===== src/rtl/pipe_ctrl_unit.sv =====
// Decode-stage control for a 5-stage MIPS pipe: main/ALU decode, ID/EX control register,
// load-use stall and jump/branch flush. Define PIPE_CTRL_STATS_EN to add stall/flush counters.
module pipe_ctrl_unit #(
    parameter int REG_ADDR_W = 5,
    parameter int ALU_CTRL_W = 4,
    parameter int CNT_W      = 16
) (
    input  logic                  clk,
    input  logic                  reset,
    input  logic                  id_valid,
    input  logic [5:0]            id_opcode,
    input  logic [5:0]            id_funct,
    input  logic [REG_ADDR_W-1:0] id_rs,
    input  logic [REG_ADDR_W-1:0] id_rt,
    input  logic [REG_ADDR_W-1:0] id_rd,
    input  logic                  ex_branch_taken,
    output logic                  pc_write,
    output logic                  ifid_write,
    output logic                  ifid_flush,
    output logic                  id_jump,
    output logic                  ex_reg_write,
    output logic                  ex_mem_read,
    output logic                  ex_mem_to_reg,
    output logic                  ex_mem_write,
    output logic                  ex_alu_src,
    output logic                  ex_branch_eq,
    output logic                  ex_branch_ne,
    output logic [ALU_CTRL_W-1:0] ex_alu_ctrl,
    output logic [REG_ADDR_W-1:0] ex_dest,
    output logic [REG_ADDR_W-1:0] ex_rt,
    output logic [1:0]            ctrl_state
`ifdef PIPE_CTRL_STATS_EN
    ,
    output logic [CNT_W-1:0]      stall_cnt,
    output logic [CNT_W-1:0]      flush_cnt
`endif
);

    typedef enum logic [1:0] {RUN = 2'b00, STALL = 2'b01, FLUSH = 2'b10} state_t;

    localparam logic [5:0] OP_RTYPE = 6'b000000;
    localparam logic [5:0] OP_ADDI  = 6'b001000;
    localparam logic [5:0] OP_ANDI  = 6'b001100;
    localparam logic [5:0] OP_LW    = 6'b100011;
    localparam logic [5:0] OP_SW    = 6'b101011;
    localparam logic [5:0] OP_BEQ   = 6'b000100;
    localparam logic [5:0] OP_BNE   = 6'b000101;
    localparam logic [5:0] OP_J     = 6'b000010;

    generate
        if (ALU_CTRL_W < 4 || CNT_W < 1) begin : g_bad_cfg
            $error("pipe_ctrl_unit: ALU_CTRL_W must be >= 4 and CNT_W >= 1");
        end
    endgenerate

    state_t     state, state_nx;
    logic       d_reg_write, d_mem_read, d_mem_to_reg, d_mem_write, d_alu_src;
    logic       d_beq, d_bne, d_jump, d_use_rd, d_live;
    logic [3:0] d_alu;
    logic       rt_used, ld_use, br_flush, load_ex;

    // d_live marks an instruction that produces a non-bubble ID/EX bundle
    always_comb begin
        d_reg_write  = 1'b0;
        d_mem_read   = 1'b0;
        d_mem_to_reg = 1'b0;
        d_mem_write  = 1'b0;
        d_alu_src    = 1'b0;
        d_beq        = 1'b0;
        d_bne        = 1'b0;
        d_jump       = 1'b0;
        d_use_rd     = 1'b0;
        d_live       = 1'b0;
        d_alu        = 4'b0000;
        if (id_valid) begin
            case (id_opcode)
                OP_RTYPE: begin
                    d_use_rd = 1'b1;
                    d_live   = 1'b1;
                    case (id_funct)
                        6'b100000: d_alu = 4'b0010;
                        6'b100010: d_alu = 4'b0110;
                        6'b100100: d_alu = 4'b0000;
                        6'b100101: d_alu = 4'b0001;
                        6'b101010: d_alu = 4'b0111;
                        default:   d_live = 1'b0;
                    endcase
                    d_reg_write = d_live;
                end
                OP_ADDI: begin
                    d_live = 1'b1; d_reg_write = 1'b1; d_alu_src = 1'b1; d_alu = 4'b0010;
                end
                OP_ANDI: begin
                    d_live = 1'b1; d_reg_write = 1'b1; d_alu_src = 1'b1; d_alu = 4'b0000;
                end
                OP_LW: begin
                    d_live = 1'b1; d_reg_write = 1'b1; d_mem_read = 1'b1;
                    d_mem_to_reg = 1'b1; d_alu_src = 1'b1; d_alu = 4'b0010;
                end
                OP_SW: begin
                    d_live = 1'b1; d_mem_write = 1'b1; d_alu_src = 1'b1; d_alu = 4'b0010;
                end
                OP_BEQ: begin
                    d_live = 1'b1; d_beq = 1'b1; d_alu = 4'b0110;
                end
                OP_BNE: begin
                    d_live = 1'b1; d_bne = 1'b1; d_alu = 4'b0110;
                end
                OP_J:    d_jump = 1'b1;
                default: ;
            endcase
        end
    end

    assign rt_used  = (id_opcode == OP_RTYPE) || (id_opcode == OP_BEQ) ||
                      (id_opcode == OP_BNE)   || (id_opcode == OP_SW);
    assign ld_use   = id_valid && ex_mem_read && (ex_rt != '0) &&
                      ((ex_rt == id_rs) || (rt_used && (ex_rt == id_rt)));
    assign br_flush = ex_branch_taken && (ex_branch_eq || ex_branch_ne);

    always_ff @(posedge clk) begin
        if (reset) state <= RUN;
        else       state <= state_nx;
    end

    // A stall ends by itself: the bubble it inserts clears ex_mem_read
    always_comb begin
        state_nx = RUN;
        if (br_flush)    state_nx = FLUSH;
        else if (ld_use) state_nx = STALL;
        else if (d_jump) state_nx = FLUSH;
    end

    always_comb begin
        pc_write   = 1'b1;
        ifid_write = 1'b1;
        ifid_flush = 1'b0;
        id_jump    = 1'b0;
        load_ex    = 1'b0;
        if (reset) begin
            pc_write   = 1'b0;
            ifid_write = 1'b0;
            ifid_flush = 1'b1;
        end else begin
            case (state_nx)
                FLUSH: begin
                    ifid_flush = 1'b1;
                    id_jump    = !br_flush;
                end
                STALL: begin
                    pc_write   = 1'b0;
                    ifid_write = 1'b0;
                end
                default: load_ex = 1'b1;
            endcase
        end
    end

    assign ctrl_state = state;

    always_ff @(posedge clk) begin
        if (reset || !load_ex) begin
            ex_reg_write  <= 1'b0;
            ex_mem_read   <= 1'b0;
            ex_mem_to_reg <= 1'b0;
            ex_mem_write  <= 1'b0;
            ex_alu_src    <= 1'b0;
            ex_branch_eq  <= 1'b0;
            ex_branch_ne  <= 1'b0;
            ex_alu_ctrl   <= '0;
            ex_dest       <= '0;
            ex_rt         <= '0;
        end else begin
            ex_reg_write  <= d_reg_write;
            ex_mem_read   <= d_mem_read;
            ex_mem_to_reg <= d_mem_to_reg;
            ex_mem_write  <= d_mem_write;
            ex_alu_src    <= d_alu_src;
            ex_branch_eq  <= d_beq;
            ex_branch_ne  <= d_bne;
            ex_alu_ctrl   <= ALU_CTRL_W'(d_alu);
            ex_dest       <= d_live ? (d_use_rd ? id_rd : id_rt) : '0;
            ex_rt         <= d_live ? id_rt : '0;
        end
    end

`ifdef PIPE_CTRL_STATS_EN
    // Counters saturate at all-ones; a j counts as a flush cycle
    always_ff @(posedge clk) begin
        if (reset) begin
            stall_cnt <= '0;
            flush_cnt <= '0;
        end else begin
            if (state_nx == STALL && stall_cnt != '1) stall_cnt <= stall_cnt + CNT_W'(1);
            if (state_nx == FLUSH && flush_cnt != '1) flush_cnt <= flush_cnt + CNT_W'(1);
        end
    end
`endif

endmodule

===== config.mk =====
export PLATFORM = sky130hd
export DESIGN_NAME = pipe_ctrl_unit
export DESIGN_NICKNAME = d
export VERILOG_FILES = /design/src/rtl/pipe_ctrl_unit.sv
export SDC_FILE = /design/constraint.sdc
export NUM_CORES = 1
export LEC_CHECK = 0
export CORE_UTILIZATION = 40
export CTS_BUF_LIST = sky130_fd_sc_hd__clkbuf_4 sky130_fd_sc_hd__clkbuf_8
export DETAILED_ROUTE_END_ITERATION = 12
export HOLD_SLACK_MARGIN = 0.1
export PLACE_DENSITY = 0.81
export SYNTH_ARGS = -nofsm -noshare
export SYNTH_HDL_FRONTEND = slang
export SYNTH_SLANG_ARGS = --single-unit

===== constraint.sdc =====
create_clock -name clk -period 3.25 [get_ports clk]
set_input_delay 0.4875 -clock clk [delete_from_list [all_inputs] [get_ports clk]]
set_output_delay 0.4875 -clock clk [all_outputs]
set_load 0.02 [all_outputs]

==> results.cfg, run 1 <==
[final_layout]
nNetsFinal = 217
fin_util = 0.687
syn_to_final_growth_pct = 58.1
n_fill_cell = 213
reg_top3 = ex_dest: 5 flops, ex_rt: 5 flops, ex_alu_ctrl: 3 flops
final_layout_size_suffix_gt1_frac = 0.0978
multiInputGateArea_um2 = 633
finalNonFillerCells = 214
ff_latch_area_um2 = 420
diodes = 0

[clock_network]
cts_tree = done
clockBufferDepth = 2
cts.sinks = 21
path_clk_slew_ns = 0.12
htreeDepth = 1
ctsRootBufferMaster = clkbuf_4
insertion_delay_ns = 0.31
post-cts-setup-buffers = 0
cts_buffers = 3

[global_route]
grt_max_degree = 12
grt_util_met1 = 0.213
grtUsageMet2 = 0.398
use_met3 = 0.0417
overflow = 0
grt_pass1_vias = 1102
grt_busiest_layer = met2
grt_pass1_wl_mm = 4.45
grtUsageTotal = 0.212
antenna_found_initial = 0

[timing]
setup_viol = 0
hold_viol = 0
fin_crit_sh = 0.892
whs_ns = 0.750
finalCriticalPeriod_ns = 2.90
fin_skew_ns = 0.00332
tns_ns = 0
fin_ws_ns = 0.351
max_freq_ghz = 0.345
rsz0062_at_grt = no
slew_viol_final = 0

[detailed_routing]
firstDrtPassIters = 4
post-route-drc-count = 0
wl_per_cell_um = 13.5
vias = 1140
dr.first_iter.drc_count = 26
viasPerCell = 5.33
wl_mm = 2.88
antenna_left = 0

[setup_path]
cp_cell_sequence = or4_1, o2111a_1, nand4_1, a21o_1, clkdlybuf4s50_1
crit_buf_inv = 1
rr_worst_depth = 9
arrival_ns = 2.41
crit_path_start_kind = flop
reg2reg_slack_ns = 0.64
critical_path_class = reg -> out
cp.required_ns = 2.76
slowest_delay_ns = 0.59
reg2reg_from = ex_rt[1]$_SDFF_PP0_
crit_fanout = 6
crit_path_end_kind = primary output
critical_path.reg2reg.endpoint = ex_branch_eq$_SDFF_PP0_
cp_top_family = simple AND/OR/NAND/NOR gates
cp_slowest_cell = clkdlybuf4s50_1
worst-path-stages = 5

[placement]
dp.final_hpwl_mm = 2.31
dpl_worst_slack_ns = 0.0549
portBuffers = 56
dp_cells = 210
gp_congestion = 0.964

[synth]
synth_top_area_frac = 0.380
async_flop_share = 0
synth_ff_type = dfxtp_1
synth_area_um2 = 1110
synth_seq_cells = 21
syn_nets = 157
synth.avg_cell_area_um2 = 8.85
synth_edf_count = 0
syn_inst = 125
yosys_warnings = 0
yosys.area.top_type = dfxtp_1
synth_area_leaders = dfxtp_1 (38%), xor2_1 (6.3%), mux2i_1 (5.4%), nand2_1 (5.1%), a211oi_2 (4.5%)
ys_seq_area_frac = 0.380
synth_cell_types = 39

[pwr]
ir_drop_mv = 0.301
p_sw_frac = 0.256
p_int_mw = 0.372
combPwrFrac = 0.203
sequentialPowerShare = 0.521
p_clk_frac = 0.276
p_per_area_nw_per_um2 = 286
leakagePower_nw = 0.742
power.switching_mw = 0.128

[floorplanning]
fp.dieH_um = 54.6
placementRows = 18
core-area_um2 = 2540
io_pins = 58
initial_utilization = 0.435
die_x_um = 54.6
die_area_um2 = 2980

[min_path]
hold_depth = 3
hold_class = in -> reg
min_from = id_rd[0]
whs_endpoint = ex_dest[0]$_SDFF_PP0_

[status]
status = complete, no violations

[job]
maxCapViolations = 0
## logic make-up (layout without fill, tap and decap cells)
family | count (synthesis) | count (layout) | synth area share
AOI/OAI and AO/OA | 25 | 25 | 0.174
other | 1 | 1 | 0.00339
muxes | 6 | 6 | 0.0543
DFF | 21 | 21 | 0.380
xor gates and xnor gates | 10 | 10 | 0.0792
buffers and inverters | 11 | 70 | 0.0532
and+or+nand+nor | 50 | 50 | 0.244
adders and majority gates | 1 | 1 | 0.0113
## cell type report
| cell class | instances | share of cell area |
|---|---|---|
| tap | 30 | 0.0215 |
| timing repair buffer | 62 | 0.351 |
| sequential | 21 | 0.240 |
| inverter | 4 | 0.00858 |
| clock buffer | 4 | 0.0172 |
| multi-input combinational | 93 | 0.362 |
## power by group through the flow
stage | Clock, mW | Combinational (mW) | Sequential (mW)
2_1_floorplan | 0 | 0.0375 | 0.268
3_3_place_gp | 0 | 0.0975 | 0.266
3_5_place_dp | 0 | 0.100 | 0.266
4_1_cts | 0.140 | 0.101 | 0.260
5_1_grt | 0.154 | 0.108 | 0.261
6_report | 0.138 | 0.101 | 0.260
## stage by stage
stage	area [um2]	power, mW
floorplan	1110	0.306
global placement	1710	0.364
detailed placement	1710	0.366
CTS	1740	0.501
global route	1750	0.523
finish	1750	0.500
## cells in the mapped netlist (3+ instances only)
library cell,count
buf_4,4
nor2_1,10
inv_1,4
or3_1,3
dfxtp_1,21
xor2_1,8
a211oi_2,4
a21oi_1,10
nand2b_1,3
nor3_1,3
nand2_1,15
mux2i_1,6
## worst reg2reg max path, delay by kind of cell, from the launching register on
| kind | cells | cell delay, ns |
|---|---|---|
| and+or+nand+nor | 7 | 1.65 |
| DFF | 1 | 0.37 |
| adders and majority gates | 1 | 0.27 |
| AOI/OAI and AO/OA | 1 | 0.27 |
## what timing repair did
item / CTS / global route
hold buffers: 0 / 0
resized for setup: 0 / 4
endpoints found under the setup margin: 0 / 3
## cells in the final DEF, fill, tap and decap left out, types with 2 or more instances in the layout
cell	count
a211oi_2	4
a21oi_1	10
and3_1	2
buf_4	6
clkbuf_4	4
clkdlybuf4s50_1	53
dfxtp_1	21
dlymetal6s2s_1	3
inv_1	4
mux2i_1	6
nand2_1	15
nand2b_1	3
nand3_1	2
nor2_1	10
nor3_1	3
nor4bb_1	2
o21ai_0	2
or3_1	3
or4_1	2
xnor2_1	2
xor2_1	8
## per-layer routing
layer  up-vias  wire [um]  share of wire
li1        562          -              -
met3         7        154          0.053
met1       528       1160           0.40
met5         -          0              0
met4         0         57          0.020
met2        43       1510           0.52
## how the worst max path moves through the flow
stage,startpoint,to
3_5_place_dp,id_valid,ifid_write
5_1_grt,ex_rt[1]$_SDFF_PP0_,ifid_flush
6_report,ex_rt[1]$_SDFF_PP0_,ifid_flush
3_3_place_gp,id_opcode[1],ifid_write
2_1_floorplan,ex_rt[1]$_SDFF_PP0_,ex_branch_eq$_SDFF_PP0_
4_1_cts,id_valid,ifid_write
No activity file was read; power rests on OpenSTA's default activity.
==> run 2, diff against run 1 <==
- CORE_UTILIZATION: 40 -> 36
- MAX_ROUTING_LAYER: not set -> met4
- PLACE_DENSITY: 0.81 -> 0.77
- clock period: 3.25 -> 2.5 ns (I/O delays scaled with it)
==> run 2 against run 1 <==
  * The run now ends with design-rule violations, negative setup slack left
  * Hold slack worse by 0.075 ns
  * Cell area up 12%
  * Critical path depth up 4
  * Global-route usage down 0.25 points
  * Highest routed layer unchanged
==> results.cfg, run 2 (synthesis results as in run 1) <==
[setup_path]
cp.required_ns = 2.74
crit_fanout = 4
worst_path_most_repeated_cell = nand2_1
cp_cell_sequence = or4_4, o2111a_1, nand4_1, nand2_1, ha_2, nand2_1, or2_4, or3_4, nor2_2
critical_path_class = reg -> reg
reg2reg_from = ex_rt[2]$_SDFF_PP0_
crit_start = ex_rt[2]$_SDFF_PP0_
arrival_ns = 2.78
slowest_delay_ns = 0.52
crit_path_start_kind = flop
cp_slowest_cell = or4_4
crit_path_end_kind = flop

[detailed_routing]
vias = 1212
wl_met1_mm = 1.29
met2_length_mm = 1.77
antenna_left = 0
dr_wl_met3_um = 181
top_layer = met4
wl_per_cell_um = 13.9
firstDrtPassIters = 8
viasPerCell = 5.14
dr.first_iter.drc_count = 28
wl_mm = 3.27
post-route-drc-count = 4

[timing]
fin_crit_sh = 1.02
rsz0062_at_grt = yes
finalCriticalPeriod_ns = 2.54
fin_ws_ns = -0.0401
hold_viol = 0
slew_viol_final = 0
slew_headroom = 0.388
fin_skew_ns = 0.00440
setup_viol = 4
worst_slew_pin_slew_ns = 0.918
max_freq_ghz = 0.394

[final_layout]
reg_top3 = ex_dest: 5 flops, ex_rt: 5 flops, ex_alu_ctrl: 3 flops
layout_commonest_cell = clkdlybuf4s50_1
final_layout_size_suffix_gt1_frac = 0.268
layout_common_cells = clkdlybuf4s50_1 (52), buf_4 (26), dfxtp_1 (19), nand2_1 (15), a21oi_1 (10)
diodes = 0
finalNonFillerCells = 236
syn_to_final_growth_pct = 76.5
nNetsFinal = 238

[placement]
portBuffers = 56
dpl_worst_slack_ns = -0.389
gp_congestion = 0.842
dp.final_hpwl_mm = 2.67
dp_cells = 231

[clock_network]
ctsRootBufferMaster = clkbuf_4
clockBufferDepth = 2
cts_tree = done
insertion_delay_ns = 0.30
ctsHoldBuffers = 0
cts.sinks = 21
cts_buffers = 3
htreeDepth = 1
path_clk_slew_ns = 0.12

[pwr]
p_clk_frac = 0.264
sequentialPowerShare = 0.507
p_per_area_nw_per_um2 = 341
leakagePower_nw = 0.822
p_sw_frac = 0.253
power.switching_mw = 0.168
combPwrFrac = 0.229
p_int_mw = 0.497
ir_drop_mv = 0.231

[global_route]
overflow = 0
grt_pass1_wl_mm = 5.27
grt_pass1_vias = 1225
antenna_found_initial = 0
grtUsageTotal = 0.210
grt_max_degree = 12

[floorplanning]
fp.dieH_um = 57.4
io_pins = 58
die_area_um2 = 3300
core-area_um2 = 2830
placementRows = 19
initial_utilization = 0.391
die_x_um = 57.4

[job]
maxCapViolations = 0

[status]
status = complete, but fails checks
violations = design-rule violations, negative setup slack

[min_path]
hold_class = in -> reg
min_from = id_rd[0]
==> run 2: changes by cell type in the layout (fill, tap and decap cells not counted), moves of 2 or more <==
| cell | previous run | this run |
|---|---|---|
| nor2_2 | 0 | 2 |
| dfxtp_1 | 21 | 19 |
| or3_1 | 3 | 1 |
| buf_6 | 0 | 4 |
| nor2_1 | 10 | 7 |
| buf_4 | 6 | 26 |
| dlymetal6s2s_1 | 3 | 0 |
| or3_4 | 1 | 3 |
==> run 2: power by group through the flow <==
stage                     combinational, mW  sequential (mW)  clock, mW
after floorplan                      0.0509            0.348          0
final                                 0.152            0.337      0.176
after global routing                  0.164            0.338      0.198
after detailed placement              0.146            0.345          0
after CTS                             0.148            0.337      0.183
after global placement                0.142            0.344          0
==> run 2: area by class of cell <==
class | count | area (um2)
clock buffer | 4 | 30.0
inverter | 4 | 15.0
timing repair buffer | 83 | 766
tap | 31 | 38.8
sequential | 21 | 425
fill | 243 | 877
multi-input combinational | 93 | 677
==> run 2: timing repair <==
action	4_1_cts	5_1_grt
pin swaps	5	3
setup endpoints to repair	9	20
resized for setup	26	9
hold endpoints to repair	0	0
buffers inserted	0	1
==> run 2: layer usage <==
layer / global-route usage / up-vias
li1: - / 604
met1: 0.223 / 551
met2: 0.392 / 51
met3: 0.0340 / 6
met4: 0.0627 / 0
met5: - / -
==> run 2: worst paths after layout <==
path / endpoint / slack, ns / depth (start not counted)
setup / recovery: ex_branch_eq$_SDFF_PP0_ / -0.04 / 9
hold / removal: ex_dest[0]$_SDFF_PP0_ / 0.67 / 3
setup reg to reg: ex_branch_eq$_SDFF_PP0_ / -0.04 / 9
hold reg to reg: ctrl_state[1]$_SDFF_PP0_ / 0.83 / 4
==> run 2: through the flow <==
stage               hold slack, ns  TNS [ns]  cell area, um2  utilization  total power, mW
CTS                          0.660    -0.264            1910        0.675            0.668
global placement             0.748     -2.45            1870        0.662            0.486
floorplan                    0.444         0            1130            -            0.399
finish                       0.675   -0.0592            1950        0.690            0.665
global route                 0.676     -1.20            1950        0.690            0.699
detailed placement           0.782     -3.25            1870        0.662            0.491
==> run 2: critical path, delay by kind of cell (launching register included) <==
family / cells / cell delay, ns
AND/OR/NAND/NOR: 7 / 1.55
flip-flops: 1 / 0.34
adder cells (fa/ha/maj): 1 / 0.32
AO/OA/AOI/OAI: 1 / 0.26
==> patch: new RTL, config.mk and constraints of run 1 <==
Change the parameter `REG_ADDR_W` from 5 to 4.
--- a/src/rtl/pipe_ctrl_unit.sv
+++ b/src/rtl/pipe_ctrl_unit.sv
@@ -3,3 +3,3 @@
 module pipe_ctrl_unit #(
-    parameter int REG_ADDR_W = 5,
+    parameter int REG_ADDR_W = 4,
     parameter int ALU_CTRL_W = 4,
Ports: changed (5 resized); port bits go from 58 to 53. No check against the original RTL was run, so the function may have changed too.
==> patch against run 1 <==
- global-route usage is 0.55 points higher
- sequential cell count is 2 lower
- synthesized area is 9.4% lower
- critical endpoint is now id_jump
- wire length is 9.7% lower
- final cell count is 6.5% lower
- largest cell class unchanged
- clock skew is 0.0016 ns lower
- total power is 10% lower
- maximum frequency is 8.3% lower
- cell area is 9.2% lower
- worst setup slack worse by 0.26 ns
==> patch: results <==
group,metric,value,unit
power,p_int,0.000343,W
global_routing,grtUsageTotal,21.8,%
logic_synthesis,synth_area_leaders,"dfxtp_1, xnor2_1, nor2_1",
logic_synthesis,postSynth.asyncResetShare,0,%
power,p_leak,0.619,nW
min_path,hold_class,"register to register",
layout,diodes,0,
logic_synthesis,yosysWarningCount,0,
worst_setup_path,slowest_delay,0.65,ns
run_status,status,"finished clean",
routing,viasPerCell,5.25,
clocking,clk_latency,0.28,ns
layout,reg.largest.list,"ex_dest (4), ex_rt (4), ex_alu_ctrl (3)",
placed_design,dp_slack,-0.0732,ns
clocking,cts_max_level,1,
worst_setup_path,reg2regPathDepth,9,
global_routing,grt_pass1_wl,4.45,mm
routing,firstDrtPassIters,4,
global_routing,grt_start_max_net_pins,11,
timing,clock_skew,0.00175,ns
worst_setup_path,critPathSlowestCell,"clkdlybuf4s50_1",
layout,drive_gt1_share,8.14,%
clocking,clockBufferDepth,2,
power,peakVddDrop,0.363,mV
worst_setup_path,startpoint,"id_opcode[0]",
placed_design,place_area,1560,sq um
timing,fin_crit_sh,97.2,%
worst_setup_path,critPathTopFamily,"buffers and inverters",
routing,drt_iter0_markers,25,
logic_synthesis,synth_top_area_cell,"dfxtp_1",
clocking,post_cts_buffers,0,
worst_setup_path,cp-endpoint,"id_jump",
layout,nets,202,
global_routing,grt_pass1_vias,1028,
logic_synthesis,synth_commonest_cells,"dfxtp_1, nor2_1, nor3_1",
worst_setup_path,crit_fanout,3,
worst_setup_path,r2r_slack,0.74,ns
worst_setup_path,worstReg2RegStart,"ex_rt[0]$_SDFF_PP0_",
global_routing,antenna_found_initial,0,
worst_setup_path,rr_endpoint,"ex_alu_ctrl[2]$_SDFF_PP0_",
routing,wl,2.60,mm
logic_synthesis,synthesis.nets,145,
placed_design,gp_congestion,0.880,
logic_synthesis,synth.distinct_cells,40,
placed_design,place_hpwl,2.19,mm
clocking,root_buffer,"clkbuf_4",
clocking,cts_buffers,3,
clocking,path_clk_slew,0.10,ns
placed_design,io_buffers,51,
worst_setup_path,arrival,2.67,ns
logic_synthesis,ys_seq_area_share,38.0,%
patch: metrics by stage:
step,hold WS [ns],cells,total power [W]
2_1_floorplan,0.557,116,0.000277
3_3_place_gp,0.588,196,0.000332
3_5_place_dp,0.589,196,0.000333
4_1_cts,0.618,200,0.000452
5_1_grt,0.662,200,0.000476
6_report,0.608,200,0.000450
patch: worst min-delay path: stages (launching register included):
cell and delay (ns):
dfxtp_1 0.36, o21ai_0 0.10, a21oi_1 0.12
patch: worst min-delay path by stage:
stage                                  from                        to  slack [ns]  cells after the start
floorplan                             reset  ctrl_state[1]$_SDFF_PP0_        0.56                      1
global placement    ex_branch_eq$_SDFF_PP0_  ctrl_state[1]$_SDFF_PP0_        0.59                      2
detailed placement  ex_branch_eq$_SDFF_PP0_  ctrl_state[1]$_SDFF_PP0_        0.59                      2
CTS                 ex_branch_eq$_SDFF_PP0_  ctrl_state[1]$_SDFF_PP0_        0.62                      2
global route        ex_branch_eq$_SDFF_PP0_  ctrl_state[1]$_SDFF_PP0_        0.66                      2
finish              ex_branch_eq$_SDFF_PP0_  ctrl_state[1]$_SDFF_PP0_        0.61                      2
patch: power groups by stage:
stage	Sequential (W)	Combinational (W)	Clock, W
after global placement	0.000241	0.0000910	0
final	0.000235	0.0000921	0.000122
after CTS	0.000235	0.0000919	0.000125
after global routing	0.000236	0.000100	0.000140
after floorplan	0.000243	0.0000342	0
after detailed placement	0.000241	0.0000926	0
patch: what timing repair did:
| action | CTS | global route |
|---|---|---|
| gates resized for setup | 2 | 0 |
| hold endpoints to repair | 0 | 0 |
| setup endpoints to repair | 2 | 0 |
patch: metal layers:
| layer | global-route usage, % | vias to the layer above | wire, microns |
|---|---|---|---|
| met5 | 0 | - | 0 |
| met4 | 5.41 | 0 | 12 |
| met3 | 4.39 | 2 | 189 |
| met2 | 38.9 | 51 | 1310 |
| met1 | 26.2 | 469 | 1090 |
| li1 | - | 527 | - |
patch: cell type report:
class / instances / area [sq um]
multi-input cells: 91 / 586
clock buffers: 4 / 30.0
inverters: 1 / 3.75
repair buffers: 57 / 553
well taps: 28 / 35.0
flip-flops and latches: 19 / 380
fillers: 193 / 688
patch: cell families (layout without fill, tap and decap cells):
kind of cell	Yosys count	in the layout	share of synthesized area [%]
flip-flops	19	19	38.0
AO/OA/AOI/OAI	15	15	9.61
other	1	1	0.374
AND/OR/NAND/NOR	62	62	36.2
multiplexers	4	4	4.00
XOR/XNOR	8	8	6.99
buffers and inverters	6	62	3.62
adder cells (fa/ha/maj)	1	1	1.25
